**config.mk**
```make
export PLATFORM = sky130hd
export DESIGN_NAME = ex_hazard_ctrl_flat
export DESIGN_NICKNAME = d
export VERILOG_FILES = /design/src/rtl/ex_hazard_ctrl_pkg.sv /design/src/rtl/ex_hazard_ctrl_if.sv /design/src/rtl/ex_hazard_ctrl_fwd_sel_calc.sv /design/src/rtl/ex_hazard_ctrl.sv /design/src/flat_wrapper.sv
export SDC_FILE = /design/constraint.sdc
export NUM_CORES = 1
export LEC_CHECK = 0
export ABC_AREA = 0
export CORE_ASPECT_RATIO = 1.75
export CORE_UTILIZATION = 30
export CTS_BUF_LIST = sky130_fd_sc_hd__clkbuf_2 sky130_fd_sc_hd__clkbuf_4 sky130_fd_sc_hd__clkbuf_8
export DETAILED_ROUTE_END_ITERATION = 10
export GPL_TIMING_DRIVEN = 0
export HOLD_SLACK_MARGIN = 0.1
export PLACE_DENSITY_LB_ADDON = 0.15
export RECOVER_POWER = 100
export REMOVE_ABC_BUFFERS = 1
export SLEW_MARGIN = 20
export SYNTH_ARGS = -nofsm -noshare
export SYNTH_HDL_FRONTEND = slang
export SYNTH_SLANG_ARGS = --single-unit
```
**constraint.sdc**
```tcl
create_clock -name i_clk -period 2.72 [get_ports i_clk]
set_clock_uncertainty 0.05 [all_clocks]
set_input_delay 0.408 -clock i_clk [delete_from_list [all_inputs] [get_ports i_clk]]
set_output_delay 0.408 -clock i_clk [all_outputs]
set_load 0.02 [all_outputs]
```
**src/rtl/ex_hazard_ctrl_pkg.sv**
```systemverilog
// Shared types and constants for the EX-stage hazard controller.
package ex_hazard_pkg;

  localparam int unsigned FWD_W = 2;

  typedef logic [FWD_W-1:0] fwd_sel_t;

  // Encoding matches the EX operand mux
  localparam fwd_sel_t FWD_RF  = 2'b00;
  localparam fwd_sel_t FWD_WB  = 2'b01;
  localparam fwd_sel_t FWD_MEM = 2'b10;

  typedef enum logic [1:0] {
    RUN      = 2'd0,
    LD_STALL = 2'd1,
    MEM_WAIT = 2'd2
  } hz_state_t;

endpackage

```
**src/rtl/ex_hazard_ctrl_if.sv**
```systemverilog
// Pipeline-side bundle of the hazard controller: operand/rd info in, holds, flushes, selects out.
interface ex_hazard_ctrl_if #(
  parameter int unsigned CNT_W  = 32,
  parameter int unsigned REG_AW = 5
) ();
  import ex_hazard_pkg::*;

  logic [REG_AW-1:0] ID_rs1_addr;
  logic [REG_AW-1:0] ID_rs2_addr;
  logic              ID_rs1_used;
  logic              ID_rs2_used;
  logic [REG_AW-1:0] EX_rd_addr;
  logic              EX_rd_wren;
  logic              EX_mem_rden;
  logic [REG_AW-1:0] MEM_rd_addr;
  logic              MEM_rd_wren;
  logic              EX_br_sel;
  logic              i_mem_busy;

  fwd_sel_t          ID_forward_A;
  fwd_sel_t          ID_forward_B;
  logic              o_pc_hold;
  logic              o_ifid_hold;
  logic              o_idex_hold;
  logic              o_exmem_hold;
  logic              o_ifid_flush;
  logic              o_idex_flush;
  logic [CNT_W-1:0]  o_stall_cnt;
  logic [CNT_W-1:0]  o_flush_cnt;

  modport master (
    output ID_rs1_addr, ID_rs2_addr, ID_rs1_used, ID_rs2_used,
           EX_rd_addr, EX_rd_wren, EX_mem_rden, MEM_rd_addr, MEM_rd_wren,
           EX_br_sel, i_mem_busy,
    input  ID_forward_A, ID_forward_B, o_pc_hold, o_ifid_hold, o_idex_hold,
           o_exmem_hold, o_ifid_flush, o_idex_flush, o_stall_cnt, o_flush_cnt
  );

  modport slave (
    input  ID_rs1_addr, ID_rs2_addr, ID_rs1_used, ID_rs2_used,
           EX_rd_addr, EX_rd_wren, EX_mem_rden, MEM_rd_addr, MEM_rd_wren,
           EX_br_sel, i_mem_busy,
    output ID_forward_A, ID_forward_B, o_pc_hold, o_ifid_hold, o_idex_hold,
           o_exmem_hold, o_ifid_flush, o_idex_flush, o_stall_cnt, o_flush_cnt
  );

endinterface

```
**src/rtl/ex_hazard_ctrl_fwd_sel_calc.sv**
```systemverilog
// Per-operand forward select and load-use match for the instruction in ID.
module fwd_sel_calc
  import ex_hazard_pkg::*;
#(
  parameter int unsigned REG_AW = 5
) (
  input  logic [REG_AW-1:0] src_addr,
  input  logic              src_used,
  input  logic [REG_AW-1:0] ex_rd_addr,
  input  logic              ex_rd_wren,
  input  logic              ex_mem_rden,
  input  logic [REG_AW-1:0] mem_rd_addr,
  input  logic              mem_rd_wren,
  output fwd_sel_t          sel_c,
  output logic              ld_hit_c
);

  logic ex_hit;
  logic mem_hit;

  // x0 is never a real producer, so it never forwards
  assign ex_hit   = src_used & ex_rd_wren  & (ex_rd_addr  != '0) & (ex_rd_addr  == src_addr);
  assign mem_hit  = src_used & mem_rd_wren & (mem_rd_addr != '0) & (mem_rd_addr == src_addr);
  assign ld_hit_c = ex_hit & ex_mem_rden;

  // Younger producer in EX takes priority over MEM
  always_comb begin
    sel_c = FWD_RF;
    if (ex_hit && !ex_mem_rden) begin
      sel_c = FWD_MEM;
    end else if (mem_hit) begin
      sel_c = FWD_WB;
    end
  end

endmodule

```
**src/rtl/ex_hazard_ctrl.sv**
```systemverilog
// Hazard controller beside ID/EX: forward selects, load-use bubble, branch flush,
// memory-busy freeze and saturating stall/flush counters.
module ex_hazard_ctrl
  import ex_hazard_pkg::*;
#(
  parameter int unsigned CNT_W  = 32,
  parameter int unsigned REG_AW = 5
) (
  input  logic           i_clk,
  input  logic           i_rst_n,
  ex_hazard_ctrl_if.slave hz
);

  hz_state_t        state_q;
  hz_state_t        state_d;
  fwd_sel_t         sel_a_c;
  fwd_sel_t         sel_b_c;
  logic             ld_a_c;
  logic             ld_b_c;
  logic             ldu_c;
  logic             freeze_c;
  logic             flush_c;
  logic             bubble_c;
  logic             hold_any_c;
  fwd_sel_t         fwd_a_q;
  fwd_sel_t         fwd_b_q;
  logic [CNT_W-1:0] stall_cnt_q;
  logic [CNT_W-1:0] flush_cnt_q;

  fwd_sel_calc #(.REG_AW(REG_AW)) u_fwd_a (
    .src_addr    (hz.ID_rs1_addr),
    .src_used    (hz.ID_rs1_used),
    .ex_rd_addr  (hz.EX_rd_addr),
    .ex_rd_wren  (hz.EX_rd_wren),
    .ex_mem_rden (hz.EX_mem_rden),
    .mem_rd_addr (hz.MEM_rd_addr),
    .mem_rd_wren (hz.MEM_rd_wren),
    .sel_c       (sel_a_c),
    .ld_hit_c    (ld_a_c)
  );

  fwd_sel_calc #(.REG_AW(REG_AW)) u_fwd_b (
    .src_addr    (hz.ID_rs2_addr),
    .src_used    (hz.ID_rs2_used),
    .ex_rd_addr  (hz.EX_rd_addr),
    .ex_rd_wren  (hz.EX_rd_wren),
    .ex_mem_rden (hz.EX_mem_rden),
    .mem_rd_addr (hz.MEM_rd_addr),
    .mem_rd_wren (hz.MEM_rd_wren),
    .sel_c       (sel_b_c),
    .ld_hit_c    (ld_b_c)
  );

  assign ldu_c = ld_a_c | ld_b_c;

  always_ff @(posedge i_clk or negedge i_rst_n) begin
    if (!i_rst_n) begin
      state_q <= RUN;
    end else begin
      state_q <= state_d;
    end
  end

  // MEM_WAIT acts like RUN once busy drops, so a parked branch resolves on that cycle
  always_comb begin
    state_d  = state_q;
    freeze_c = 1'b0;
    flush_c  = 1'b0;
    bubble_c = 1'b0;
    case (state_q)
      RUN, MEM_WAIT: begin
        if (hz.i_mem_busy) begin
          freeze_c = 1'b1;
          state_d  = MEM_WAIT;
        end else if (hz.EX_br_sel) begin
          flush_c  = 1'b1;
          state_d  = RUN;
        end else if (ldu_c) begin
          bubble_c = 1'b1;
          state_d  = LD_STALL;
        end else begin
          state_d  = RUN;
        end
      end
      LD_STALL: begin
        if (hz.i_mem_busy) begin
          freeze_c = 1'b1;
          state_d  = MEM_WAIT;
        end else begin
          state_d  = RUN;
        end
      end
      default: state_d = RUN;
    endcase
    if (!i_rst_n) begin
      freeze_c = 1'b0;
      flush_c  = 1'b0;
      bubble_c = 1'b0;
    end
  end

  assign hold_any_c = freeze_c | bubble_c;

  assign hz.o_pc_hold    = hold_any_c;
  assign hz.o_ifid_hold  = hold_any_c;
  assign hz.o_idex_hold  = freeze_c;
  assign hz.o_exmem_hold = freeze_c;
  assign hz.o_ifid_flush = flush_c;
  assign hz.o_idex_flush = flush_c | bubble_c;

  // Selects follow the instruction into EX; bubbles and flushed slots read the regfile
  always_ff @(posedge i_clk or negedge i_rst_n) begin
    if (!i_rst_n) begin
      fwd_a_q <= FWD_RF;
      fwd_b_q <= FWD_RF;
    end else if (flush_c || bubble_c) begin
      fwd_a_q <= FWD_RF;
      fwd_b_q <= FWD_RF;
    end else if (!freeze_c) begin
      fwd_a_q <= sel_a_c;
      fwd_b_q <= sel_b_c;
    end
  end

  always_ff @(posedge i_clk or negedge i_rst_n) begin
    if (!i_rst_n) begin
      stall_cnt_q <= '0;
      flush_cnt_q <= '0;
    end else begin
      stall_cnt_q <= stall_cnt_q + CNT_W'(hold_any_c & ~(&stall_cnt_q));
      flush_cnt_q <= flush_cnt_q + CNT_W'(flush_c & ~(&flush_cnt_q));
    end
  end

  assign hz.ID_forward_A = fwd_a_q;
  assign hz.ID_forward_B = fwd_b_q;
  assign hz.o_stall_cnt  = stall_cnt_q;
  assign hz.o_flush_cnt  = flush_cnt_q;

endmodule

```
**src/flat_wrapper.sv**
```systemverilog
// flat-port wrapper written by rule: the top's interface ports become plain ports
module ex_hazard_ctrl_flat import ex_hazard_pkg::*;
#(
  parameter int unsigned CNT_W  = 32,
  parameter int unsigned REG_AW = 5
)
  (i_clk, i_rst_n, hz_ID_rs1_addr, hz_ID_rs2_addr, hz_ID_rs1_used, hz_ID_rs2_used, hz_EX_rd_addr, hz_EX_rd_wren, hz_EX_mem_rden, hz_MEM_rd_addr, hz_MEM_rd_wren, hz_EX_br_sel, hz_i_mem_busy, hz_ID_forward_A, hz_ID_forward_B, hz_o_pc_hold, hz_o_ifid_hold, hz_o_idex_hold, hz_o_exmem_hold, hz_o_ifid_flush, hz_o_idex_flush, hz_o_stall_cnt, hz_o_flush_cnt);
  ex_hazard_ctrl_if #(.CNT_W(CNT_W), .REG_AW(REG_AW)) hz_i ();
  input  logic i_clk;
  input  logic i_rst_n;
  input wire logic [$bits(hz_i.ID_rs1_addr)-1:0] hz_ID_rs1_addr;
  input wire logic [$bits(hz_i.ID_rs2_addr)-1:0] hz_ID_rs2_addr;
  input wire logic [$bits(hz_i.ID_rs1_used)-1:0] hz_ID_rs1_used;
  input wire logic [$bits(hz_i.ID_rs2_used)-1:0] hz_ID_rs2_used;
  input wire logic [$bits(hz_i.EX_rd_addr)-1:0] hz_EX_rd_addr;
  input wire logic [$bits(hz_i.EX_rd_wren)-1:0] hz_EX_rd_wren;
  input wire logic [$bits(hz_i.EX_mem_rden)-1:0] hz_EX_mem_rden;
  input wire logic [$bits(hz_i.MEM_rd_addr)-1:0] hz_MEM_rd_addr;
  input wire logic [$bits(hz_i.MEM_rd_wren)-1:0] hz_MEM_rd_wren;
  input wire logic [$bits(hz_i.EX_br_sel)-1:0] hz_EX_br_sel;
  input wire logic [$bits(hz_i.i_mem_busy)-1:0] hz_i_mem_busy;
  output wire logic [$bits(hz_i.ID_forward_A)-1:0] hz_ID_forward_A;
  output wire logic [$bits(hz_i.ID_forward_B)-1:0] hz_ID_forward_B;
  output wire logic [$bits(hz_i.o_pc_hold)-1:0] hz_o_pc_hold;
  output wire logic [$bits(hz_i.o_ifid_hold)-1:0] hz_o_ifid_hold;
  output wire logic [$bits(hz_i.o_idex_hold)-1:0] hz_o_idex_hold;
  output wire logic [$bits(hz_i.o_exmem_hold)-1:0] hz_o_exmem_hold;
  output wire logic [$bits(hz_i.o_ifid_flush)-1:0] hz_o_ifid_flush;
  output wire logic [$bits(hz_i.o_idex_flush)-1:0] hz_o_idex_flush;
  output wire logic [$bits(hz_i.o_stall_cnt)-1:0] hz_o_stall_cnt;
  output wire logic [$bits(hz_i.o_flush_cnt)-1:0] hz_o_flush_cnt;
  assign hz_i.ID_rs1_addr = hz_ID_rs1_addr;
  assign hz_i.ID_rs2_addr = hz_ID_rs2_addr;
  assign hz_i.ID_rs1_used = hz_ID_rs1_used;
  assign hz_i.ID_rs2_used = hz_ID_rs2_used;
  assign hz_i.EX_rd_addr = hz_EX_rd_addr;
  assign hz_i.EX_rd_wren = hz_EX_rd_wren;
  assign hz_i.EX_mem_rden = hz_EX_mem_rden;
  assign hz_i.MEM_rd_addr = hz_MEM_rd_addr;
  assign hz_i.MEM_rd_wren = hz_MEM_rd_wren;
  assign hz_i.EX_br_sel = hz_EX_br_sel;
  assign hz_i.i_mem_busy = hz_i_mem_busy;
  assign hz_ID_forward_A = hz_i.ID_forward_A;
  assign hz_ID_forward_B = hz_i.ID_forward_B;
  assign hz_o_pc_hold = hz_i.o_pc_hold;
  assign hz_o_ifid_hold = hz_i.o_ifid_hold;
  assign hz_o_idex_hold = hz_i.o_idex_hold;
  assign hz_o_exmem_hold = hz_i.o_exmem_hold;
  assign hz_o_ifid_flush = hz_i.o_ifid_flush;
  assign hz_o_idex_flush = hz_i.o_idex_flush;
  assign hz_o_stall_cnt = hz_i.o_stall_cnt;
  assign hz_o_flush_cnt = hz_i.o_flush_cnt;
  ex_hazard_ctrl #(.CNT_W(CNT_W), .REG_AW(REG_AW)) u_core (.i_clk(i_clk), .i_rst_n(i_rst_n), .hz(hz_i));
endmodule
```
======== Word-level counts from Yosys, hierarchy flattened ========
Index checks and enable logic that the tools add are counted.
storage, ports and cells
  output and inout port bits .............. 74
  word-level logic and storage cells ...... 71
  input port bits ......................... 29
  flip-flop bits (word level) ............. 70
cells by class
  reduce and logical (&&, ||, !) cells .... 11
  mux-type cells .......................... 25
  bitwise logic cells ..................... 21
  $add $sub $neg .......................... 2
  equality and inequality tests ........... 7
operators by type and width
  cell                                                             count
  32-bit adder                                                     2
  1-bit by 32-bit bitwise AND with 32-bit output                   2
  1-bit inverter with 32-bit output                                2
  32-bit AND reduction                                             2
  5-bit == test                                                    4
  2-bit two-way mux                                                9
  1-bit two-way mux                                                15
  1-bit bitwise AND                                                14
  5-bit nonzero test                                               2
  2-bit one-hot mux with 2 select lines                            1
  1-bit bitwise OR                                                 3
  3-bit OR reduction                                               1
  2-bit by 1-bit == test with 1-bit output, second input constant  1
  2-bit == test, second input constant                             1
  1-bit logical AND                                                2
  2-bit logical NOT                                                1
  2-bit != test, second input constant                             1
  2-bit OR reduction                                               1
  1-bit logical NOT                                                1
  1-bit logical OR                                                 1

======== Longest topological paths before layout ========
Gate-level depths: netlist (run 1).
  depth after elaboration ................. 13
  mapped depth ............................ 12
  gate-level depth less buffers ........... 12

======== By module ========
Synthesis (run 1) repeated with hierarchy kept, for this count alone.
second synthesis, totals
  cell total of the unflattened synthesis .. 322
  area total of the unflattened synthesis .. 3505.9 um2
by module, submodules not included
  module          area each (um2)  seq. area each (um2)  cells an instance  instances
  ex_hazard_ctrl  3143.0           1751.7                274                1
  fwd_sel_calc    181.4            0.0                   24                 2

======== Worst setup path before layout (run 1) ========
No wires, ideal clock.
  path kind ............................... input port to flip-flop
  from .................................... input hz_EX_rd_addr[1]
  to ...................................... register u_core.stall_cnt_q[24] (netlist: u_core.hz.o_stall_cnt[24])
  arrival time ............................ 2749 ps
  setup slack ............................. -208 ps
  setup time .............................. 129 ps
  stages .................................. 12
  path buffers ............................ 0
  cell sequence ........................... xor2_1 > nor4_1 > and3_1 > o2111ai_1 > a21oi_1 > ha_1 > ha_1 > nand4_1 > nor4_2 > and2_1 > nand4_1 > xnor2_1
between the ends
  longest elaborated chain between the ends .. 13
  elaborated cells on any way between the ends .. 18
  those cells by class .................... add/sub (1); eq/ne (2); mux (5); bitwise (9); reduce/logical (1)
ends and longest elaborated chain
  element                                           RTL line                           text
  from (decl)                                       flat_wrapper.sv:15                 input wire logic [$bits(hz_i.EX_rd_addr)-1:0] hz_EX_rd_addr;
  5-bit nonzero test                                ex_hazard_ctrl_fwd_sel_calc.sv:22  assign ex_hit = src_used & ex_rd_wren & (ex_rd_addr != '0) & (ex_rd_addr == src_addr);
  1-bit bitwise AND (2 in a row)                    ex_hazard_ctrl_fwd_sel_calc.sv:22
  1-bit bitwise AND                                 ex_hazard_ctrl_fwd_sel_calc.sv:24  assign ld_hit_c = ex_hit & ex_mem_rden;
  1-bit bitwise OR *                                ex_hazard_ctrl.sv:54               assign ldu_c = ld_a_c | ld_b_c;
  1-bit two-way mux *                               ex_hazard_ctrl.sv:78               end else if (ldu_c) begin
  1-bit two-way mux *                               ex_hazard_ctrl.sv:75               end else if (hz.EX_br_sel) begin
  1-bit two-way mux *                               ex_hazard_ctrl.sv:72               if (hz.i_mem_busy) begin
  1-bit two-way mux *                               ex_hazard_ctrl.sv:70               case (state_q)
  1-bit two-way mux *                               ex_hazard_ctrl.sv:95               if (!i_rst_n) begin
  1-bit bitwise OR *                                ex_hazard_ctrl.sv:102              assign hold_any_c = freeze_c | bubble_c;
  1-bit by 32-bit bitwise AND with 32-bit output *  ex_hazard_ctrl.sv:130              stall_cnt_q <= stall_cnt_q + CNT_W'(hold_any_c & ~(&stall_cnt_q));
  32-bit adder *                                    ex_hazard_ctrl.sv:130
  to (signal assigned)                              ex_hazard_ctrl.sv:130
  to (decl)                                         ex_hazard_ctrl.sv:27               logic [CNT_W-1:0] stall_cnt_q;
Every way passes the cells marked *; elsewhere a longest branch is shown, timed or not.
A chain may end at the register's enable or synchronous reset.

======== Final worst setup path (run 1) ========
  from .................................... input hz_ID_rs2_addr[2]
  to ...................................... register u_core.stall_cnt_q[24] (netlist: u_core.hz.o_stall_cnt[24])
between the ends
  longest elaborated chain between the ends .. 12
ends and longest elaborated chain
  element                                         RTL line                           text
  from (decl)                                     flat_wrapper.sv:12                 input wire logic [$bits(hz_i.ID_rs2_addr)-1:0] hz_ID_rs2_addr;
  5-bit == test                                   ex_hazard_ctrl_fwd_sel_calc.sv:22
  1-bit bitwise AND                               ex_hazard_ctrl_fwd_sel_calc.sv:22
  1-bit bitwise AND                               ex_hazard_ctrl_fwd_sel_calc.sv:24
  1-bit bitwise OR                                ex_hazard_ctrl.sv:54
  1-bit two-way mux                               ex_hazard_ctrl.sv:78
  1-bit two-way mux                               ex_hazard_ctrl.sv:75
  1-bit two-way mux                               ex_hazard_ctrl.sv:72
  1-bit two-way mux                               ex_hazard_ctrl.sv:70
  1-bit two-way mux                               ex_hazard_ctrl.sv:95
  1-bit bitwise OR                                ex_hazard_ctrl.sv:102
  1-bit by 32-bit bitwise AND with 32-bit output  ex_hazard_ctrl.sv:130
  32-bit adder                                    ex_hazard_ctrl.sv:130
No other way between the ends.

==> results of run 1 <==
==> power groups by stage <==
| stage | Combinational (mW) | Clock, mW | Sequential (mW) |
|---|---|---|---|
| after floorplan | 0.122 | 0 | 1.33 |
| after global placement | 0.494 | 0 | 1.25 |
| after CTS | 0.544 | 1.03 | 1.25 |
| after global routing | 0.580 | 1.07 | 1.27 |
| final | 0.530 | 1.00 | 1.26 |
| after detailed placement | 0.509 | 0 | 1.26 |
==> registers in the layout (all words and copies together) (netlist names) <==
name,cells
u_core.hz.ID_forward_A,2
u_core.hz.ID_forward_B,2
u_core.hz.o_flush_cnt,32
u_core.hz.o_stall_cnt,32
u_core.state_q,2
==> stage by stage <==
step           setup WS (ns)    util  setup TNS (ns)  std cells
2_1_floorplan        -0.2078       -         -0.7259        306
3_3_place_gp          -3.718  0.4129         -310.13        540
3_5_place_dp          -1.340  0.4152          -35.47        541
4_1_cts             0.002350  0.4591               0        573
5_1_grt             -0.02817  0.4701        -0.05587        583
6_report              0.1380  0.4701               0        583
==> cell usage after synthesis, types with 2 or more instances <==
cell and n:
or4_1 2, and2_1 3, and4_1 3, buf_4 2, a211o_1 2, nand2_1 27
dfrtp_1 70, xnor2_1 46, inv_1 8, nor2_1 15, nor4_1 6, ha_1 4
a211oi_1 2, a211oi_2 2, nor3_1 8, nand3_1 30, xor2_1 34, and3_1 12
nand4_2 2, nand4_1 14, or2_1 2
==> worst reg2reg max path, stage by stage, from the launching register on <==
cell and delay, ns:
dfrtp_1 0.38, and4_1 0.23, and3_1 0.20, and3_1 0.19, a31oi_1 0.14, ha_2 0.25
nand4_1 0.19, nor4_4 0.35, nand2_2 0.16, nor3_2 0.22, xor2_1 0.16
==> cell type report <==
| class | count | share of cell area |
|---|---|---|
| Timing Repair Buffer | 129 | 0.2290 |
| Sequential cell | 70 | 0.3380 |
| Tap cell | 132 | 0.03182 |
| Multi-Input combinational cell | 228 | 0.3488 |
| Clock buffer | 12 | 0.03182 |
| Inverter | 8 | 0.005786 |
| Clock inverter | 4 | 0.01471 |
==> kinds of logic (layout without fill, tap and decap cells) <==
kind of cell | Yosys count | count (layout)
xor gates and xnor gates | 80 | 80
buffers and inverters | 11 | 153
adders and majority gates | 4 | 4
and+or+nand+nor | 130 | 130
AOI/OAI and AO/OA | 14 | 14
DFF | 70 | 70
==> routing by layer <==
layer / wire [um] / vias up / share of wire / global-route usage
met5: 0 / - / 0 / 0
met4: 125 / 0 / 0.014 / 0.06648
met3: 530 / 9 / 0.058 / 0.03195
met2: 5115 / 77 / 0.56 / 0.3023
met1: 3439 / 1375 / 0.37 / 0.1750
li1: - / 1345 / - / -
==> repair_timing <==
item / CTS / global route
cloned: 1 / 0
hold endpoints to repair: 16 / 0
resized for setup: 74 / 38
pin swaps: 14 / 21
hold buffers: 2 / 0
setup buffers: 13 / 10
setup endpoints to repair: 43 / 35
==> worst paths after layout <==
| check | start | to | slack, ns |
|---|---|---|---|
| setup / recovery | hz_ID_rs2_addr[2] | u_core.hz.o_stall_cnt[24] | 0.14 |
| hold / removal | u_core.state_q[1] | u_core.state_q[1] | 0.42 |
| setup reg to reg | u_core.hz.o_flush_cnt[25] | u_core.hz.o_flush_cnt[29] | 0.14 |
| hold reg to reg | u_core.state_q[1] | u_core.state_q[1] | 0.42 |
| max in group asynchronous | i_rst_n | u_core.hz.o_stall_cnt[25] | 0.86 |
| min in group asynchronous | i_rst_n | u_core.hz.o_flush_cnt[30] | 0.71 |
==> impl_metrics.py, run 1 <==
metrics = {
    "die": {
        "die_area_um2": 11750,
        "rows": 51,
        "die_h_um": 142.6,
        "die_x_um": 82.37,
        "core_area_um2": 11040,
        "start_util": 0.3072,
        "boundaryPins": 103,
    },
    "global_route": {
        "grt_max_degree": 29,
        "grt_pass1_vias": 2855,
        "grt_overflow": 0,
        "grtUsageTotal": 0.1638,
        "grt_first_pass_wirelength_mm": 14.29,
        "antenna_found_initial": 0,
    },
    "timing": {
        "drv_slew": 29,
        "slew-limit-headroom": -0.08214,
        "holdWs_ns": 0.4221,
        "rsz0062_at_grt": "true",
        "fin_crit_sh": 0.9493,
        "finalSetupViolCount": 0,
        "min_period_ns": 2.582,
        "hold_viol": 0,
        "tightest_slew_ns": 1.623,
        "fmax_ghz": 0.3873,
    },
    "placed_design": {
        "portBuffers": 102,
        "placed_cell_area_um2": 4583,
        "dp_hpwl_mm": 6.427,
        "gp_congestion": 0.7007,
    },
    "synth": {
        "synthArstFlopShare": 1.000,
        "post-synth-top-area-fraction": 0.5166,
        "ys_ff_latch": 70,
        "synth_top_family_by_area": "simple AND/OR/NAND/NOR gates",
        "synth-simple-area-share": 0.2111,
        "synth-seq-area-share": 0.5166,
        "synth-edff-count": 0,
        "synthMuxAreaShare": 0,
        "synth_xor_area_frac": 0.2066,
        "synth_top_cell_by_area": "dfrtp_1",
        "synth_area_um2": 3391,
        "avgSynthCellArea_um2": 10.97,
        "synth_warnings": 0,
        "synthAdderAreaFrac": 0.01476,
        "yosys-top-cells-area": "dfrtp_1, xnor2_1, xor2_1",
        "syn_inst": 309,
        "synth_compound_area_frac": 0.03653,
        "synthFlopType": "dfrtp_1",
        "synthDistinctLibCells": 36,
    },
    "layout": {
        "stdcell_area_um2": 5190,
        "fillers": 1055,
        "syn2layout_area_growth_pct": 53.06,
        "multi_input_area_um2": 1810,
        "layout_common_cells": "clkdlybuf4s50_1, dfrtp_1, xnor2_1",
        "antennaDiodeCount": 0,
        "nets": 479,
        "drive_above_1_share": 0.2129,
        "ff_latch_area_um2": 1754,
        "final_common_cell": "clkdlybuf4s50_1",
    },
    "run_status": {
        "violations": "max-capacitance violations, max-slew violations",
        "outcome": "finished, violations left",
    },
    "drt": {
        "vias": 2806,
        "drc": 0,
        "wl_per_cell_um": 15.80,
        "ant_nets": 0,
        "dr.pass1.iters": 4,
        "via_per_inst": 4.813,
        "drtIter0Drc": 52,
        "finalWirelength_mm": 9.211,
    },
    "setup_path": {
        "cp-start-kind": "input pin",
        "critical_path_class": "in -> reg",
        "reg2reg_depth": 10,
        "crit_required_ns": 2.90,
        "worst-path-max-fanout": 4,
        "crit_cells": 13,
        "worstPathArrival_ns": 2.76,
        "cpMaxStageDelayCell": "nor4_4",
        "cp_cell_sequence": "buf_8 -> xor2_2 -> nor4_2 -> and3_4 -> o2111ai_4 -> a21oi_2 -> ha_4 -> ha_4 -> nand4_1 -> nor4_4 -> and2_4 -> nand4_1 -> xnor2_1",
        "end_kind": "flop",
        "slowest_delay_ns": 0.30,
        "crit_buf_inv": 1,
        "crit_family": "simple AND/OR/NAND/NOR gates",
    },
    "pwr": {
        "totalPowerFinal_mw": 2.793,
        "power.switching_uw": 813.8,
        "leakage_nw": 2.254,
        "power_switching_share": 0.2914,
        "ir_worst_vdd_mv": 0.3909,
        "cellPowerDensity_nw_per_um2": 538.2,
        "cellInternalPower_mw": 1.979,
        "p_comb_frac": 0.190,
        "power_frac_seq": 0.451,
        "p_clk_frac": 0.359,
    },
    "hold_path": {
        "holdPathStages": 1,
        "hold_class": "reg -> reg",
    },
    "clock_tree": {
        "cts_buffers": 9,
        "path_clk_slew_ns": 0.08,
        "clock_latency_ns": 0.34,
        "cts_sinks": 70,
        "cts-root-buf": "clkbuf_8",
        "htree_levels": 3,
        "cts.path.max_buffers": 2,
        "cts_tree": "built",
    },
    "job": {
        "drv_cap": 1,
    },
}
No activity file was read; power rests on OpenSTA's default activity.
==> inputs of run 2 (changes only) <==
--- a/config.mk
+++ b/config.mk
@@ -8,14 +8,15 @@
 export ABC_AREA = 0
 export CORE_ASPECT_RATIO = 1.75
 export CORE_UTILIZATION = 30
-export CTS_BUF_LIST = sky130_fd_sc_hd__clkbuf_2 sky130_fd_sc_hd__clkbuf_4 sky130_fd_sc_hd__clkbuf_8
+export CTS_BUF_LIST = sky130_fd_sc_hd__clkbuf_16
 export DETAILED_ROUTE_END_ITERATION = 10
 export GPL_TIMING_DRIVEN = 0
 export HOLD_SLACK_MARGIN = 0.1
 export PLACE_DENSITY_LB_ADDON = 0.15
 export RECOVER_POWER = 100
 export REMOVE_ABC_BUFFERS = 1
-export SLEW_MARGIN = 20
+export SKIP_LAST_GASP = 1
+export SLEW_MARGIN = 30
 export SYNTH_ARGS = -nofsm -noshare
 export SYNTH_HDL_FRONTEND = slang
 export SYNTH_SLANG_ARGS = --single-unit
==> impl_metrics.py, run 2 (synthesis results as in run 1) <==
metrics = {
    "placed_design": {
        "portBuffers": 102,
        "gp_congestion": 0.7007,
        "dp_slack_ns": -1.292,
        "dp_hpwl_mm": 6.509,
    },
    "setup_path": {
        "crit_top_cell": "nand4_1",
        "r2r_slack_ns": 0.04,
        "end_kind": "flop",
        "worst-path-max-fanout": 4,
        "rr_startpoint": "u_core.hz.o_stall_cnt[14]",
        "slowest_delay_ns": 0.30,
        "worstPathArrival_ns": 2.85,
        "cp_cell_sequence": "buf_8 -> xor2_2 -> nor4_2 -> and3_4 -> o2111ai_4 -> a21oi_2 -> ha_2 -> ha_4 -> nand4_1 -> nor4_4 -> and2_4 -> nand4_1 -> xnor2_1",
        "cpMaxStageDelayCell": "nor4_4",
        "worstReg2RegEnd": "u_core.hz.o_stall_cnt[10]",
        "critical_path_class": "in -> reg",
        "crit_required_ns": 2.88,
        "reg2reg_depth": 13,
        "crit_end": "u_core.hz.o_stall_cnt[24]",
        "cp-start-kind": "input pin",
        "critical_path.startpoint": "hz_ID_rs2_addr[1]",
    },
    "drt": {
        "vias": 2834,
        "ant_nets": 0,
        "drc": 0,
        "finalWirelength_mm": 9.293,
        "via_per_inst": 4.861,
        "wl_per_cell_um": 15.94,
        "dr.pass1.iters": 4,
        "drtIter0Drc": 88,
    },
    "pwr": {
        "power_frac_seq": 0.404,
        "p_clk_frac": 0.424,
        "ir_worst_vdd_mv": 0.3705,
        "cellInternalPower_mw": 2.281,
        "leakage_nw": 2.335,
        "p_comb_frac": 0.171,
        "power_switching_share": 0.2727,
        "totalPowerFinal_mw": 3.136,
        "cellPowerDensity_nw_per_um2": 587.0,
        "power.switching_uw": 855.1,
    },
    "die": {
        "boundaryPins": 103,
        "die_area_um2": 11750,
        "start_util": 0.3072,
        "die_h_um": 142.6,
        "rows": 51,
        "core_area_um2": 11040,
        "die_x_um": 82.37,
    },
    "timing": {
        "setup_ws_ns": 0.03667,
        "fin_crit_sh": 0.9865,
        "setup_tns_ns": 0,
        "min_period_ns": 2.683,
        "rsz0062_at_grt": "true",
        "hold_viol": 0,
        "drv_slew": 0,
        "finalSetupViolCount": 0,
        "slew-limit-headroom": 0.4039,
        "fmax_ghz": 0.3727,
        "tightest_slew_ns": 0.8941,
    },
    "layout": {
        "nets": 480,
        "fillers": 1046,
        "final_common_cell": "clkdlybuf4s50_1",
        "drive_above_1_share": 0.2350,
        "antennaDiodeCount": 0,
        "layout_common_cells": "clkdlybuf4s50_1, dfrtp_1, xnor2_1",
        "syn2layout_area_growth_pct": 57.56,
    },
    "clock_tree": {
        "cts-root-buf": "clkbuf_16",
        "cts.path.max_buffers": 2,
        "cts_sinks": 70,
        "cts_tree": "built",
        "htree_levels": 3,
        "cts_buffers": 9,
        "path_clk_slew_ns": 0.06,
        "clock_latency_ns": 0.33,
    },
    "hold_path": {
        "min-delay-start": "u_core.state_q[1]",
        "hold_class": "reg -> reg",
    },
    "global_route": {
        "grt_first_pass_wirelength_mm": 14.42,
        "grtUsageTotal": 0.1660,
        "grt_pass1_vias": 2965,
        "antenna_found_initial": 0,
        "grt_max_degree": 36,
        "grt_overflow": 0,
    },
    "run_status": {
        "outcome": "complete, no violations",
    },
    "job": {
        "drv_cap": 0,
    },
}
-- run 2: cell types whose count changed in the layout (fill, tap and decap cells not counted), sizes merged --
cell           before  now
dlymetal6s2s        1    0
clkbuf             17   13
buf                34   35
clkdlybuf4s15       1    2
clkinv              0    1
dlygate4sd2         2    3
bufinv              2    3
-- run 2: worst max-delay path, delay by kind of cell --
family | cells | cell delay [ns]
simple gates | 6 | 1.32
fa+ha+maj | 2 | 0.39
buf+inv | 1 | 0.10
compound gates | 2 | 0.32
xor+xnor | 2 | 0.30
-- run 2: worst min-delay path by stage --
stage	endpoint	slack, ns	cells after the start
after floorplan	u_core.hz.ID_forward_A[0]	0.06	0
after global placement	u_core.state_q[1]	0.37	1
after detailed placement	u_core.hz.o_flush_cnt[25]	0.37	1
after CTS	u_core.state_q[1]	0.42	1
after global routing	u_core.state_q[1]	0.43	1
final	u_core.state_q[1]	0.41	1
-- run 2: layer usage --
metal / global-route usage / wire length, um / part of all wire
met2: 0.3175 / 5368 / 0.58
met3: 0.03770 / 534 / 0.057
met4: 0.06187 / 107 / 0.012
met5: 0 / 0 / 0
met1: 0.1660 / 3283 / 0.35
-- run 2: final cells by class --
class / count / area (um2) / share of cell area
clock inverter: 6 / 110.1 / 0.02061
timing repair buffer: 130 / 1204 / 0.2253
sequential: 70 / 1754 / 0.3283
inverter: 8 / 30.03 / 0.005621
tap: 132 / 165.2 / 0.03091
multi-input combinational: 228 / 1854 / 0.3471
clock buffer: 9 / 225.2 / 0.04215
-- run 2: power groups by stage --
stage / clock (mW) / sequential (mW) / combinational [mW]
5_1_grt: 1.40 / 1.28 / 0.587
3_5_place_dp: 0 / 1.26 / 0.508
3_3_place_gp: 0 / 1.25 / 0.494
2_1_floorplan: 0 / 1.33 / 0.122
6_report: 1.33 / 1.27 / 0.537
4_1_cts: 1.36 / 1.25 / 0.527
-- run 2: repair_timing --
item / CTS / global route
cloned: 0 / 0
pin swaps: 15 / 24
endpoints found under the hold margin: 35 / 0
gates resized for setup: 80 / 42
setup endpoints to repair: 40 / 36
setup buffers: 15 / 12
hold buffers: 2 / 0
-- run 2: through the flow --
stage	std cells	hold slack (ns)	util	area, um2
floorplan	306	0.06241	-	3372
global placement	540	0.3722	0.4129	4558
detailed placement	541	0.3697	0.4145	4576
CTS	573	0.4166	0.4661	5145
global route	583	0.4335	0.4840	5343
finish	583	0.4082	0.4840	5343
==> inputs of run 3 (changes only) <==
==> constraint.sdc (replaced) <==
create_clock -name i_clk -period 3.2 [get_ports i_clk]
set_clock_uncertainty 0.05 [all_clocks]
set_input_delay 0.48 -clock i_clk [delete_from_list [all_inputs] [get_ports i_clk]]
set_output_delay 0.48 -clock i_clk [all_outputs]
set_load 0.02 [all_outputs]
==> impl_metrics.py, run 3 (synthesis results as in run 1) <==
metrics = {
    "die": {
        "start_util": 0.3072,
        "boundaryPins": 103,
        "die_x_um": 82.37,
        "core_area_um2": 11040,
        "die_area_um2": 11750,
        "rows": 51,
        "die_h_um": 142.6,
    },
    "timing": {
        "rsz0062_at_grt": "false",
        "setup_tns_ns": 0,
        "slew-limit-headroom": -0.2756,
        "fmax_ghz": 0.3231,
        "tightest_slew_ns": 1.913,
        "min_period_ns": 3.095,
        "drv_slew": 36,
        "finalSetupViolCount": 0,
        "hold_viol": 0,
        "fin_crit_sh": 0.9673,
    },
    "drt": {
        "vias": 2775,
        "wl_per_cell_um": 15.83,
        "drc": 0,
        "via_per_inst": 4.843,
        "ant_nets": 0,
        "drtIter0Drc": 91,
        "finalWirelength_mm": 9.069,
        "dr.pass1.iters": 4,
    },
    "clock_tree": {
        "cts_tree": "built",
        "htree_levels": 3,
        "clock_latency_ns": 0.33,
        "cts-root-buf": "clkbuf_16",
        "cts_buffers": 9,
        "cts.path.max_buffers": 2,
        "path_clk_slew_ns": 0.05,
        "cts_sinks": 70,
    },
    "layout": {
        "antennaDiodeCount": 0,
        "fillers": 1069,
        "utilization": 0.4611,
        "nets": 470,
        "final_common_cell": "dlygate4sd3_1",
        "drive_above_1_share": 0.09977,
        "syn2layout_area_growth_pct": 50.11,
        "layout_common_cells": "dlygate4sd3_1, dfrtp_1, xnor2_1",
    },
    "global_route": {
        "grt_overflow": 0,
        "grt_first_pass_wirelength_mm": 14.17,
        "antenna_found_initial": 0,
        "grtUsageTotal": 0.1631,
        "grt_max_degree": 36,
        "grt_pass1_vias": 2873,
    },
    "setup_path": {
        "slowest_delay_ns": 0.61,
        "crit_buf_inv": 4,
        "rr_startpoint": "u_core.hz.o_stall_cnt[9]",
        "critical_path_class": "in -> out",
        "crit_required_ns": 2.67,
        "cp-start-kind": "input pin",
        "cpMaxStageDelayCell": "dlygate4sd3_1",
        "end_kind": "primary output",
        "worst-path-max-fanout": 5,
        "worstPathArrival_ns": 2.57,
        "cp_cell_sequence": "dlygate4sd3_1 -> xnor2_1 -> and3_2 -> clkbuf_4 -> clkbuf_1 -> o2111a_2 -> or2_1 -> dlygate4sd2_1",
        "worstReg2RegEnd": "u_core.hz.o_stall_cnt[12]",
        "crit_cells": 8,
        "crit_family": "buffers and inverters",
        "r2r_slack_ns": 0.30,
        "reg2reg_depth": 14,
    },
    "pwr": {
        "ir_worst_vdd_mv": 0.3098,
        "totalPowerFinal_mw": 2.596,
        "leakage_nw": 2.533,
        "cellPowerDensity_nw_per_um2": 510.1,
    },
    "hold_path": {
        "holdPathStages": 1,
        "min-delay-start": "u_core.state_q[1]",
        "min_to": "u_core.state_q[1]",
        "hold_class": "reg -> reg",
    },
    "job": {
        "drv_cap": 1,
    },
    "run_status": {
        "violations": "max-capacitance violations, max-slew violations",
        "outcome": "finished, violations left",
    },
    "placed_design": {
        "gp_congestion": 0.7007,
        "portBuffers": 102,
        "dp_hpwl_mm": 6.509,
    },
}
## run 3: cell count changes in the layout (fill, tap and decap cells not counted), moves of 4 or more
| cell | previous run | this run |
|---|---|---|
| and3_4 | 4 | 0 |
| dlymetal6s2s_1 | 0 | 10 |
| clkdlybuf4s50_1 | 85 | 14 |
| buf_4 | 25 | 6 |
| dlygate4sd3_1 | 1 | 75 |
| clkbuf_1 | 1 | 5 |
| buf_6 | 4 | 0 |
| nand3_2 | 4 | 0 |
| nor2_1 | 10 | 14 |
| clkbuf_4 | 1 | 6 |
| nand3_1 | 25 | 30 |
| nor3_1 | 2 | 6 |
| buf_2 | 5 | 0 |
## run 3: worst max-delay path by stage
stage / startpoint / slack (ns) / endpoint
after floorplan: hz_EX_rd_addr[1] / 0.20 / u_core.hz.o_stall_cnt[24]
after global placement: i_rst_n / -3.31 / u_core.hz.o_stall_cnt[24]
after detailed placement: hz_EX_rd_addr[3] / -0.88 / u_core.hz.o_stall_cnt[24]
after CTS: hz_EX_rd_addr[1] / -0.09 / u_core.hz.o_stall_cnt[24]
after global routing: hz_EX_rd_addr[0] / 0.008 / u_core.hz.o_stall_cnt[24]
final: hz_EX_rd_addr[0] / 0.10 / hz_o_idex_flush
## run 3: worst reg2reg max path, stage by stage, from the launching register on
cell and delay [ns]:
dfrtp_1 0.42, nand3_1 0.21, nor2_1 0.33, nand4_1 0.15, nor4_1 0.30, a21oi_1 0.09
ha_2 0.22, ha_4 0.18, nand4_1 0.14, clkbuf_4 0.17, buf_4 0.09, buf_4 0.09
clkbuf_2 0.14, nor3_2 0.05, xor2_1 0.17
## run 3: cell type report
class                      count  area [um2]  area share
sequential                    70        1752      0.3441
tap                          132       165.2     0.03245
clock inverter                 6       110.1     0.02163
clock buffer                   9       225.2     0.04425
inverter                       8       30.03    0.005900
timing repair buffer         120        1156      0.2271
multi-input combinational    228        1652      0.3245
## run 3: metrics by stage
step / instance area, um2 / hold WS (ns) / cells / worst slack (ns)
after floorplan: 3372 / 0.1344 / 306 / 0.2002
after global placement: 4558 / 0.3722 / 540 / -3.310
after detailed placement: 4576 / 0.3984 / 541 / -0.8844
after CTS: 5051 / 0.1128 / 567 / -0.08978
after global routing: 5090 / 0.4552 / 573 / 0.007922
final: 5090 / 0.4297 / 573 / 0.1047
## run 3: report_power, final
| group | leakage, nW | internal, mW | switching (mW) | total, mW |
|---|---|---|---|---|
| clock network | 0.160 | 0.757 | 0.372 | 1.13 |
| logic | 1.43 | 0.191 | 0.224 | 0.415 |
| registers | 0.943 | 0.954 | 0.0986 | 1.05 |
## run 3: routing by layer
metal / vias to the layer above / share of wire / global-route usage
met5: - / 0 / 0
met4: 0 / 0.011 / 0.05817
met3: 8 / 0.062 / 0.03770
met2: 73 / 0.56 / 0.3088
met1: 1364 / 0.37 / 0.1668
li1: 1330 / - / -
## run 3: repair_timing
item / CTS / global route
endpoints found under the hold margin: 24 / 0
hold buffers: 2 / 0
gates resized for setup: 13 / 17
setup buffers: 9 / 6
setup endpoints to repair: 19 / 25
pin swaps: 6 / 10
